--- config.mk ---
export PLATFORM = sky130hd
export DESIGN_NAME = pc_fetch_unit_flat
export DESIGN_NICKNAME = d
export VERILOG_FILES = /design/src/rtl/riscv_pkg.sv /design/src/rtl/pc_fetch_unit_if.sv /design/src/rtl/pc_fetch_unit_ifid.sv /design/src/rtl/pc_fetch_unit.sv /design/src/flat_wrapper.sv
export SDC_FILE = /design/constraint.sdc
export NUM_CORES = 1
export LEC_CHECK = 0
export BUFFER_PORTS_ARGS = -buffer_cell sky130_fd_sc_hd__buf_2
export CAP_MARGIN = 5
export CORE_UTILIZATION = 47
export DETAILED_ROUTE_END_ITERATION = 10
export GPL_TIMING_DRIVEN = 0
export PLACE_DENSITY = 0.72
export SYNTH_ARGS = -nofsm -noshare
export SYNTH_HDL_FRONTEND = slang
export SYNTH_HIERARCHICAL = 1
export SYNTH_SLANG_ARGS = --single-unit
--- constraint.sdc ---
create_clock -name clk -period 2.7 [get_ports clk]
set_input_delay 0.675 -clock clk [delete_from_list [all_inputs] [get_ports clk]]
set_output_delay 0.675 -clock clk [all_outputs]
set_load 0.02 [all_outputs]
--- src/rtl/riscv_pkg.sv ---
// Shared types and constants for the RV32I fetch front end.
package riscv_pkg;

    localparam int XLEN = 32;

    localparam logic [XLEN-1:0] RESET_PC_DEFAULT  = 32'h0000_0000;
    localparam logic [XLEN-1:0] NOP_INSTR_DEFAULT = 32'h0000_0013; // addi x0,x0,0

    typedef enum logic [1:0] {
        IDLE  = 2'd0,
        WAIT  = 2'd1,
        STALL = 2'd2,
        FLUSH = 2'd3
    } fetch_state_t;

    // Instruction addresses are word aligned; low two bits are dropped.
    function automatic logic [XLEN-1:0] align_word(input logic [XLEN-1:0] addr);
        return addr & ~(XLEN'(3));
    endfunction

endpackage

--- src/rtl/pc_fetch_unit_if.sv ---
// Fetch-unit bus: PC adder link, redirect input, instruction memory
// handshake and the IF/ID register outputs toward decode.
interface pc_fetch_unit_if;
    import riscv_pkg::*;

    logic [XLEN-1:0] pc_o;
    logic [XLEN-1:0] pc_plus4_i;
    logic            redirect_valid;
    logic [XLEN-1:0] redirect_target;
    logic            imem_req;
    logic [XLEN-1:0] imem_addr;
    logic            imem_valid;
    logic [XLEN-1:0] imem_rdata;
    logic            ifid_valid;
    logic [XLEN-1:0] ifid_pc;
    logic [XLEN-1:0] ifid_instr;
    logic            ifid_ready;

    // Fetch unit side.
    modport master (
        output pc_o,
        input  pc_plus4_i,
        input  redirect_valid,
        input  redirect_target,
        output imem_req,
        output imem_addr,
        input  imem_valid,
        input  imem_rdata,
        output ifid_valid,
        output ifid_pc,
        output ifid_instr,
        input  ifid_ready
    );

    // Environment side: adder, EX stage, instruction memory, decode.
    modport slave (
        input  pc_o,
        output pc_plus4_i,
        output redirect_valid,
        output redirect_target,
        input  imem_req,
        input  imem_addr,
        output imem_valid,
        output imem_rdata,
        input  ifid_valid,
        input  ifid_pc,
        input  ifid_instr,
        output ifid_ready
    );

endinterface

--- src/rtl/pc_fetch_unit_ifid.sv ---
// IF/ID pipeline register. Priority: reset > clear > load > consume.
// Clear and consume only drop the valid bit; pc/instr keep their values.
module ifid_reg
    import riscv_pkg::*;
#(
    parameter logic [XLEN-1:0] NOP_INSTR = NOP_INSTR_DEFAULT
) (
    input  logic            clk,
    input  logic            rst,
    input  logic            load,
    input  logic [XLEN-1:0] load_pc,
    input  logic [XLEN-1:0] load_instr,
    input  logic            clear,
    input  logic            consume,
    output logic            valid,
    output logic [XLEN-1:0] pc,
    output logic [XLEN-1:0] instr
);

    // Register update for the decode-facing slot.
    always_ff @(posedge clk) begin
        if (rst) begin
            valid <= 1'b0;
            pc    <= '0;
            instr <= NOP_INSTR;
        end else if (clear) begin
            valid <= 1'b0;
        end else if (load) begin
            valid <= 1'b1;
            pc    <= load_pc;
            instr <= load_instr;
        end else if (consume) begin
            valid <= 1'b0;
        end
    end

endmodule

--- src/rtl/pc_fetch_unit.sv ---
// PC register and single-outstanding instruction fetch sequencer.
//
// state | meaning
// IDLE  | after reset, no request; moves to WAIT next cycle
// WAIT  | request to req_addr_q outstanding
// STALL | response parked in hold buffer, waiting for decode to drain IF/ID
// FLUSH | redirected while a request was in flight; stale response discarded
module pc_fetch_unit
    import riscv_pkg::*;
#(
    parameter logic [XLEN-1:0] RESET_PC  = RESET_PC_DEFAULT,
    parameter logic [XLEN-1:0] NOP_INSTR = NOP_INSTR_DEFAULT
) (
    input  logic            clk,
    input  logic            rst,
    pc_fetch_unit_if.master bus
);

    fetch_state_t    state;
    fetch_state_t    next_state;
    logic [XLEN-1:0] pc_q;
    logic [XLEN-1:0] pc_d;
    logic [XLEN-1:0] req_addr_q;
    logic            req_q;
    logic            hold_valid_q;
    logic [XLEN-1:0] hold_pc_q;
    logic [XLEN-1:0] hold_instr_q;

    logic            slot_free;
    logic            load_req_addr;
    logic            ifid_load;
    logic [XLEN-1:0] ifid_load_pc;
    logic [XLEN-1:0] ifid_load_instr;
    logic            ifid_clear;
    logic            hold_load;
    logic            hold_clear;

    assign slot_free = !bus.ifid_valid || bus.ifid_ready;

    // A new request address is latched whenever a fresh request starts in
    // WAIT (entry from another state, or back-to-back after an event).
    assign load_req_addr = (next_state == WAIT) &&
                           ((state != WAIT) || bus.imem_valid || bus.redirect_valid);

    // State register.
    always_ff @(posedge clk) begin
        if (rst) begin
            state <= IDLE;
        end else begin
            state <= next_state;
        end
    end

    // Next state, PC update and IF/ID / hold buffer controls.
    always_comb begin
        next_state      = state;
        pc_d            = pc_q;
        ifid_load       = 1'b0;
        ifid_load_pc    = req_addr_q;
        ifid_load_instr = bus.imem_rdata;
        ifid_clear      = 1'b0;
        hold_load       = 1'b0;
        hold_clear      = 1'b0;

        if (bus.redirect_valid) begin
            pc_d       = align_word(bus.redirect_target);
            ifid_clear = 1'b1;
            hold_clear = 1'b1;
            case (state)
                IDLE, STALL: next_state = WAIT;
                WAIT:        next_state = bus.imem_valid ? WAIT : FLUSH;
                FLUSH:       next_state = FLUSH;
                default:     next_state = IDLE;
            endcase
        end else begin
            case (state)
                IDLE: next_state = WAIT;
                WAIT: begin
                    if (bus.imem_valid) begin
                        pc_d = bus.pc_plus4_i;
                        if (slot_free) begin
                            ifid_load = 1'b1;
                        end else begin
                            hold_load  = 1'b1;
                            next_state = STALL;
                        end
                    end
                end
                STALL: begin
                    if (bus.ifid_ready && hold_valid_q) begin
                        ifid_load       = 1'b1;
                        ifid_load_pc    = hold_pc_q;
                        ifid_load_instr = hold_instr_q;
                        hold_clear      = 1'b1;
                        next_state      = WAIT;
                    end
                end
                FLUSH: begin
                    if (bus.imem_valid) begin
                        next_state = WAIT;
                    end
                end
                default: next_state = IDLE;
            endcase
        end
    end

    // PC, request address/strobe and hold buffer registers.
    always_ff @(posedge clk) begin
        if (rst) begin
            pc_q         <= RESET_PC;
            req_addr_q   <= RESET_PC;
            req_q        <= 1'b0;
            hold_valid_q <= 1'b0;
            hold_pc_q    <= '0;
            hold_instr_q <= NOP_INSTR;
        end else begin
            pc_q  <= pc_d;
            req_q <= (next_state == WAIT) || (next_state == FLUSH);
            if (load_req_addr) begin
                req_addr_q <= pc_d;
            end
            if (hold_clear) begin
                hold_valid_q <= 1'b0;
            end else if (hold_load) begin
                hold_valid_q <= 1'b1;
                hold_pc_q    <= req_addr_q;
                hold_instr_q <= bus.imem_rdata;
            end
        end
    end

    assign bus.pc_o      = pc_q;
    assign bus.imem_req  = req_q;
    assign bus.imem_addr = req_addr_q;

    ifid_reg #(
        .NOP_INSTR (NOP_INSTR)
    ) u_ifid (
        .clk        (clk),
        .rst        (rst),
        .load       (ifid_load),
        .load_pc    (ifid_load_pc),
        .load_instr (ifid_load_instr),
        .clear      (ifid_clear),
        .consume    (bus.ifid_ready),
        .valid      (bus.ifid_valid),
        .pc         (bus.ifid_pc),
        .instr      (bus.ifid_instr)
    );

endmodule
--- src/flat_wrapper.sv ---
// flat-port wrapper written by rule: the top's interface ports become plain ports
module pc_fetch_unit_flat import riscv_pkg::*;
#(
    parameter logic [XLEN-1:0] RESET_PC  = RESET_PC_DEFAULT,
    parameter logic [XLEN-1:0] NOP_INSTR = NOP_INSTR_DEFAULT
)
  (clk, rst, bus_pc_o, bus_pc_plus4_i, bus_redirect_valid, bus_redirect_target, bus_imem_req, bus_imem_addr, bus_imem_valid, bus_imem_rdata, bus_ifid_valid, bus_ifid_pc, bus_ifid_instr, bus_ifid_ready);
  pc_fetch_unit_if bus_i ();
  input  logic clk;
  input  logic rst;
  output wire logic [$bits(bus_i.pc_o)-1:0] bus_pc_o;
  input wire logic [$bits(bus_i.pc_plus4_i)-1:0] bus_pc_plus4_i;
  input wire logic [$bits(bus_i.redirect_valid)-1:0] bus_redirect_valid;
  input wire logic [$bits(bus_i.redirect_target)-1:0] bus_redirect_target;
  output wire logic [$bits(bus_i.imem_req)-1:0] bus_imem_req;
  output wire logic [$bits(bus_i.imem_addr)-1:0] bus_imem_addr;
  input wire logic [$bits(bus_i.imem_valid)-1:0] bus_imem_valid;
  input wire logic [$bits(bus_i.imem_rdata)-1:0] bus_imem_rdata;
  output wire logic [$bits(bus_i.ifid_valid)-1:0] bus_ifid_valid;
  output wire logic [$bits(bus_i.ifid_pc)-1:0] bus_ifid_pc;
  output wire logic [$bits(bus_i.ifid_instr)-1:0] bus_ifid_instr;
  input wire logic [$bits(bus_i.ifid_ready)-1:0] bus_ifid_ready;
  assign bus_pc_o = bus_i.pc_o;
  assign bus_i.pc_plus4_i = bus_pc_plus4_i;
  assign bus_i.redirect_valid = bus_redirect_valid;
  assign bus_i.redirect_target = bus_redirect_target;
  assign bus_imem_req = bus_i.imem_req;
  assign bus_imem_addr = bus_i.imem_addr;
  assign bus_i.imem_valid = bus_imem_valid;
  assign bus_i.imem_rdata = bus_imem_rdata;
  assign bus_ifid_valid = bus_i.ifid_valid;
  assign bus_ifid_pc = bus_i.ifid_pc;
  assign bus_ifid_instr = bus_i.ifid_instr;
  assign bus_i.ifid_ready = bus_ifid_ready;
  pc_fetch_unit #(.RESET_PC(RESET_PC), .NOP_INSTR(NOP_INSTR)) u_core (.clk(clk), .rst(rst), .bus(bus_i));
endmodule
Yosys cells after proc, flatten, opt, wreduce, memory -nomap -nowiden
Index checks and enable logic that the tools add are counted.

word-level totals
  memories kept = 0
  bits in latches = 0
  input bits = 101
  flip-flop bits (word level) = 197
  bits in read-only memories = 0
  RAM bits = 0
  output and inout bits = 130

operators by class
  reduce and logical (&&, ||, !) cells = 14
  magnitude comparators = 0
  div/mod/pow operators = 0
  multiply operators = 0
  muxes and demuxes = 31
  add/sub/neg operators = 0
  eq/ne operators = 6
  bitwise gates (word level) = 2
  shift-type cells = 0

operators with widths
  cell                                                              number
  32-bit two-way mux                                                9
  1-bit two-way mux                                                 13
  2-bit two-way mux                                                 6
  2-bit one-hot mux with 4 select lines                             1
  2-bit == test (second input constant)                             3
  2-bit one-hot mux with 3 select lines                             1
  2-bit OR reduction                                                3
  2-bit by 1-bit == test with 1-bit output (second input constant)  2
  1-bit logical OR                                                  4
  2-bit AND reduction                                               2
  1-bit logical AND                                                 2
  2-bit logical NOT                                                 1
  2-bit by 1-bit != test with 1-bit output (second input constant)  1
  1-bit NOT                                                         2
  1-bit one-hot mux with 2 select lines                             1
  2-bit nonzero test                                                1
  1-bit logical NOT                                                 1

Depth between registers and ports, before layout
  depth after elaboration = 8
  gate-level depth with buffers = 10

By module
The synthesis kept the hierarchy.

modules (own cells, without submodules)
  module         cells an instance  area an instance (µm²)  instances
  pc_fetch_unit  665                6184.7                  1
  ifid_reg       294                3135.5                  1

Worst setup path after synthesis
OpenSTA, ideal clock, no wires.

  path kind = input to register
  from = input bus_redirect_valid
  to = register u_core.u_ifid.instr[10]
  data required time = 2584 ps
  stages on the path = 9
  setup time = 116 ps
  arrival = 2207 ps
  path slack = 377 ps
  path through = buf_4 buf_2 buf_4 nand2b_1 a21oi_1 nor2b_4 buf_8 buf_8 o21ai_2

RTL lines
  element                               line                      RTL
  start, declared                       flat_wrapper.sv:13        input wire logic [$bits(bus_i.redirect_valid)-1:0] bus_redirect_valid;
  1-bit two-way mux                     pc_fetch_unit.sv:65       if (bus.redirect_valid) begin
  via u_core.ifid_load                  pc_fetch_unit.sv:31       logic ifid_load;
  2-bit AND reduction (no source line)  n/a
  end signal, assigned                  pc_fetch_unit_ifid.sv:31  instr <= load_instr;
  end, declared                         pc_fetch_unit_ifid.sv:17  output logic [XLEN-1:0] instr

The timed path passes the listed nets, and every way through them passes these cells.
A chain may end at the register's enable or synchronous reset.

Final worst setup path
  from = register u_core.state[0]
  to = register u_core.hold_instr_q[8]

on the way
  longest elaborated chain between the ends = 5

ends and longest elaborated chain
  element                                 line                  RTL
  start, declared                         pc_fetch_unit.sv:19   fetch_state_t state;
  start signal, assigned                  pc_fetch_unit.sv:50   state <= next_state;
  2-bit == test                           pc_fetch_unit.sv:76   case (state)
  1-bit two-way mux                       pc_fetch_unit.sv:76
  1-bit two-way mux                       pc_fetch_unit.sv:65
  1-bit NOT (no source line)              n/a
  2-bit AND reduction (no source line) *  n/a
  end signal, assigned                    pc_fetch_unit.sv:128  hold_instr_q <= bus.imem_rdata;
  end, declared                           pc_fetch_unit.sv:27   logic [XLEN-1:0] hold_instr_q;

Every way passes the cells marked *; elsewhere a longest branch is shown, timed or not.

==> run_results.csv <==
group,metric,value,unit
status,outcome,"completed",
cells_and_area,fill_cells,1797,
timing,maxClockFrequency,397,MHz
timing,post-route-min-period,2.52,ns
floorplanning,initial_core_util,47.9,%
cts,cts_made_buffers,17,
timing,setup_violations,0,
floorplanning,core-area,0.0195,mm^2
setup_path,cp.arrival,2.86,ns
timing,tightest_slew,0.927,ns
place,placed_area,0.0108,mm^2
cells_and_area,finalNonFillerCells,1483,
floorplanning,fp.dieW,143,um
setup_path,timing.critical_path.mode_cell,"nand2_1",
routing,drt-initial-drc-count,490,
cts,cts.path.max_buffers,2,
global_route,grt_max_degree,17,
timing,rsz0062_at_grt,"no",
setup_path,path_cells,"ha_1 -> buf_4 -> nand2_1 -> nor3_2 -> buf_2 -> nand2_1 -> a21oi_1",
logic_synthesis,synth-seq-cells,196,
cts,cts_setup_buffers,0,
timing,hold_violations,0,
cells_and_area,final_common_cell,"buf_2",
global_route,antenna_found_initial,0,
global_route,grt_pass1_vias,7483,
setup_path,critPathLaunchType,"register",
logic_synthesis,syn-cell-area,0.00932,mm^2
routing,topRoutingLayerUsed,"met4",
timing,skew,0.00906,ns
place,portBuffers,226,
place,gp_congestion,0.901,
timing,fin_setup_tns,0,ns
routing,antenna_left,0,
job,cap_violations,0,
setup_path,cp_slowest_cell,"nor3_2",
timing,maxSlewHeadroom,37.9,%
cells_and_area,drive_gt1_share,35.7,%
cts,htree_levels,4,
floorplanning,io_pins,231,
pwr,powerDensity,584,mW/mm^2
setup_path,cpLargestDelayFamily,"simple AND/OR/NAND/NOR gates",
cts,numClockSinks,196,
cells_and_area,nNetsFinal,1309,
cells_and_area,area_growth_syn_to_layout,22.5,%
routing,drt_first_pass_iters,5,
setup_path,critPathRequiredTime,3.05,ns
place,dpl.hpwl,18700,um
logic_synthesis,yosysTopAreaCellShare,42.1,%
logic_synthesis,seq_area_frac_synth,42.1,%
logic_synthesis,netlist_instances,959,
setup_path,cp.depth,7,
setup_path,rr_worst_depth,7,
floorplanning,rows,51,
setup_path,slowest_delay,0.79,ns
routing,via_count,7757,
pwr,p_leak,4.80,nW
setup_path,critical_path_buf_inv_count,2,
logic_synthesis,avgSynthCellArea,9.72,um^2
routing,wl_met3,1370,um
cells_and_area,final_cell_mix,"buf_2, dfxtp_1, nand2_1",
cts,cts_tree,"done",
global_route,grt_pass1_wl,40000,um
cts,clkLatencyLatePin,0.43,ns
cts,path_clk_slew,0.07,ns
logic_synthesis,yosys.area.top_type,"dfxtp_1",
logic_synthesis,syn_nets,1065,
timing,whs,0.453,ns
logic_synthesis,synthTopCellsByArea,"dfxtp_1, mux2_2, nand4bb_1, nand2_1, mux2_4",
global_route,grt_overflow,0,
place,dp_slack,-0.738,ns
cells_and_area,multi_input_area,0.00488,mm^2
setup_path,critPathCaptureType,"register",
cells_and_area,seq_area,0.00392,mm^2
timing,slew_viol_final,0,
routing,routed_wl,25500,um
floorplanning,fp.dieH,143,um
cells_and_area,final_core_util,58.7,%
timing,setup_ws,0.182,ns
logic_synthesis,ys_types,41,
routing,via_per_inst,5.23,
worst_hold_path,whs_path_depth,2,
routing,routedWlPerCell,17.2,um
cells_and_area,final_cell_area,0.0114,mm^2
routing,route.met2.wl,11900,um
routing,drc,0,
floorplanning,die-area,0.0204,mm^2
routing,wl_met1,11800,um
logic_synthesis,yosysWarnings,6,
worst_hold_path,hold_class,"register to register",
setup_path,path_class,"register to register",
cts,cts_root_buf,"clkbuf_16",
global_route,track_usage,25.3,%
pwr,peakVddDrop,0.467,mV
setup_path,crit_fanout,18,
pwr,finalPower,6.67,mW
place,placed_cells,1450,
timing,fin_crit_sh,93.2,%
tightest hold or removal path, cell delays in order (launching register included):
cell and delay, ns:
dfxtp_1 0.31, nand2_1 0.05, a21oi_1 0.05
where the power goes:
part	switching, mW	internal (mW)	total (mW)
Combinational	0.480	0.409	0.889
Sequential	0.0930	2.99	3.08
Clock	1.12	1.58	2.70
Total	1.69	4.98	6.67
cells in the mapped netlist:
cell	n
mux2_4	30
nor2b_1	66
o21ai_2	39
buf_4	5
o21ai_1	22
mux2i_1	5
inv_1	2
or2b_1	1
buf_2	21
buf_1	5
and3_1	30
a31oi_1	1
a21boi_0	1
nor3_2	1
and4b_1	1
nand4bb_1	61
buf_12	1
nor3_1	33
nor2b_4	1
mux2_2	66
nand2_1	129
nor4bb_1	1
nand3b_1	4
or2_2	1
o32ai_2	1
o21a_1	1
clkbuf_1	41
buf_8	7
a21oi_1	65
dlygate4sd1_1	7
o31ai_4	1
nand2b_1	63
buf_6	2
nor2_1	8
or3_2	1
ha_1	5
a211oi_1	30
o21ai_0	1
nand3_1	2
dfxtp_1	196
o311ai_4	1
sequential cells by signal, indices dropped and copies added, names as in the netlist:
register	count
u_core/bus.imem_addr	32
u_core/bus.pc_o	32
u_core/hold_instr_q	32
u_core/hold_pc_q	32
u_core/u_ifid/instr	32
u_core/u_ifid/pc	32
u_core/state	2
u_core/hold_valid_q	1
u_core/u_ifid/valid	1
what timing repair did:
item	4_1_cts	5_1_grt
endpoints found under the hold margin	0	0
gates resized for setup	2	0
hold buffers	0	0
setup endpoints to repair	65	60
layout make-up:
type	count	area share (%)
Buffer	88	4.56
Inverter	2	0.0657
Timing Repair Buffer	226	9.90
Multi-Input combinational cell	672	42.7
Clock buffer	21	3.94
Tap cell	265	2.90
Sequential cell	196	34.4
Antenna cell	2	0.0438
Clock inverter	11	1.52
metal layers:
metal	up-vias	global-route usage, %
li1	3817	-
met1	3691	33.2
met2	217	41.8
met3	32	5.10
met4	0	7.64
met5	-	0
final timing paths:
check                           end  slack, ns                 start
max reg2reg  u_core/hold_instr_q[8]       0.18       u_core/state[0]
min            u_core/hold_pc_q[15]       0.45  u_core/hold_pc_q[15]
max          u_core/hold_instr_q[8]       0.18       u_core/state[0]
min reg2reg    u_core/hold_pc_q[15]       0.45  u_core/hold_pc_q[15]
cells by family (layout without fill, tap and decap cells):
logic type / Yosys count / after routing / share of synthesized area, %
AO/OA/AOI/OAI: 163 / 163 / 11.7
adder cells (fa/ha/maj): 5 / 5 / 0.671
buffers and inverters: 91 / 348 / 5.71
flip-flops: 196 / 196 / 42.1
multiplexers: 101 / 101 / 13.3
other: 0 / 2 / 0
AND/OR/NAND/NOR: 403 / 403 / 26.5
(Power assumes the default switching activity.)
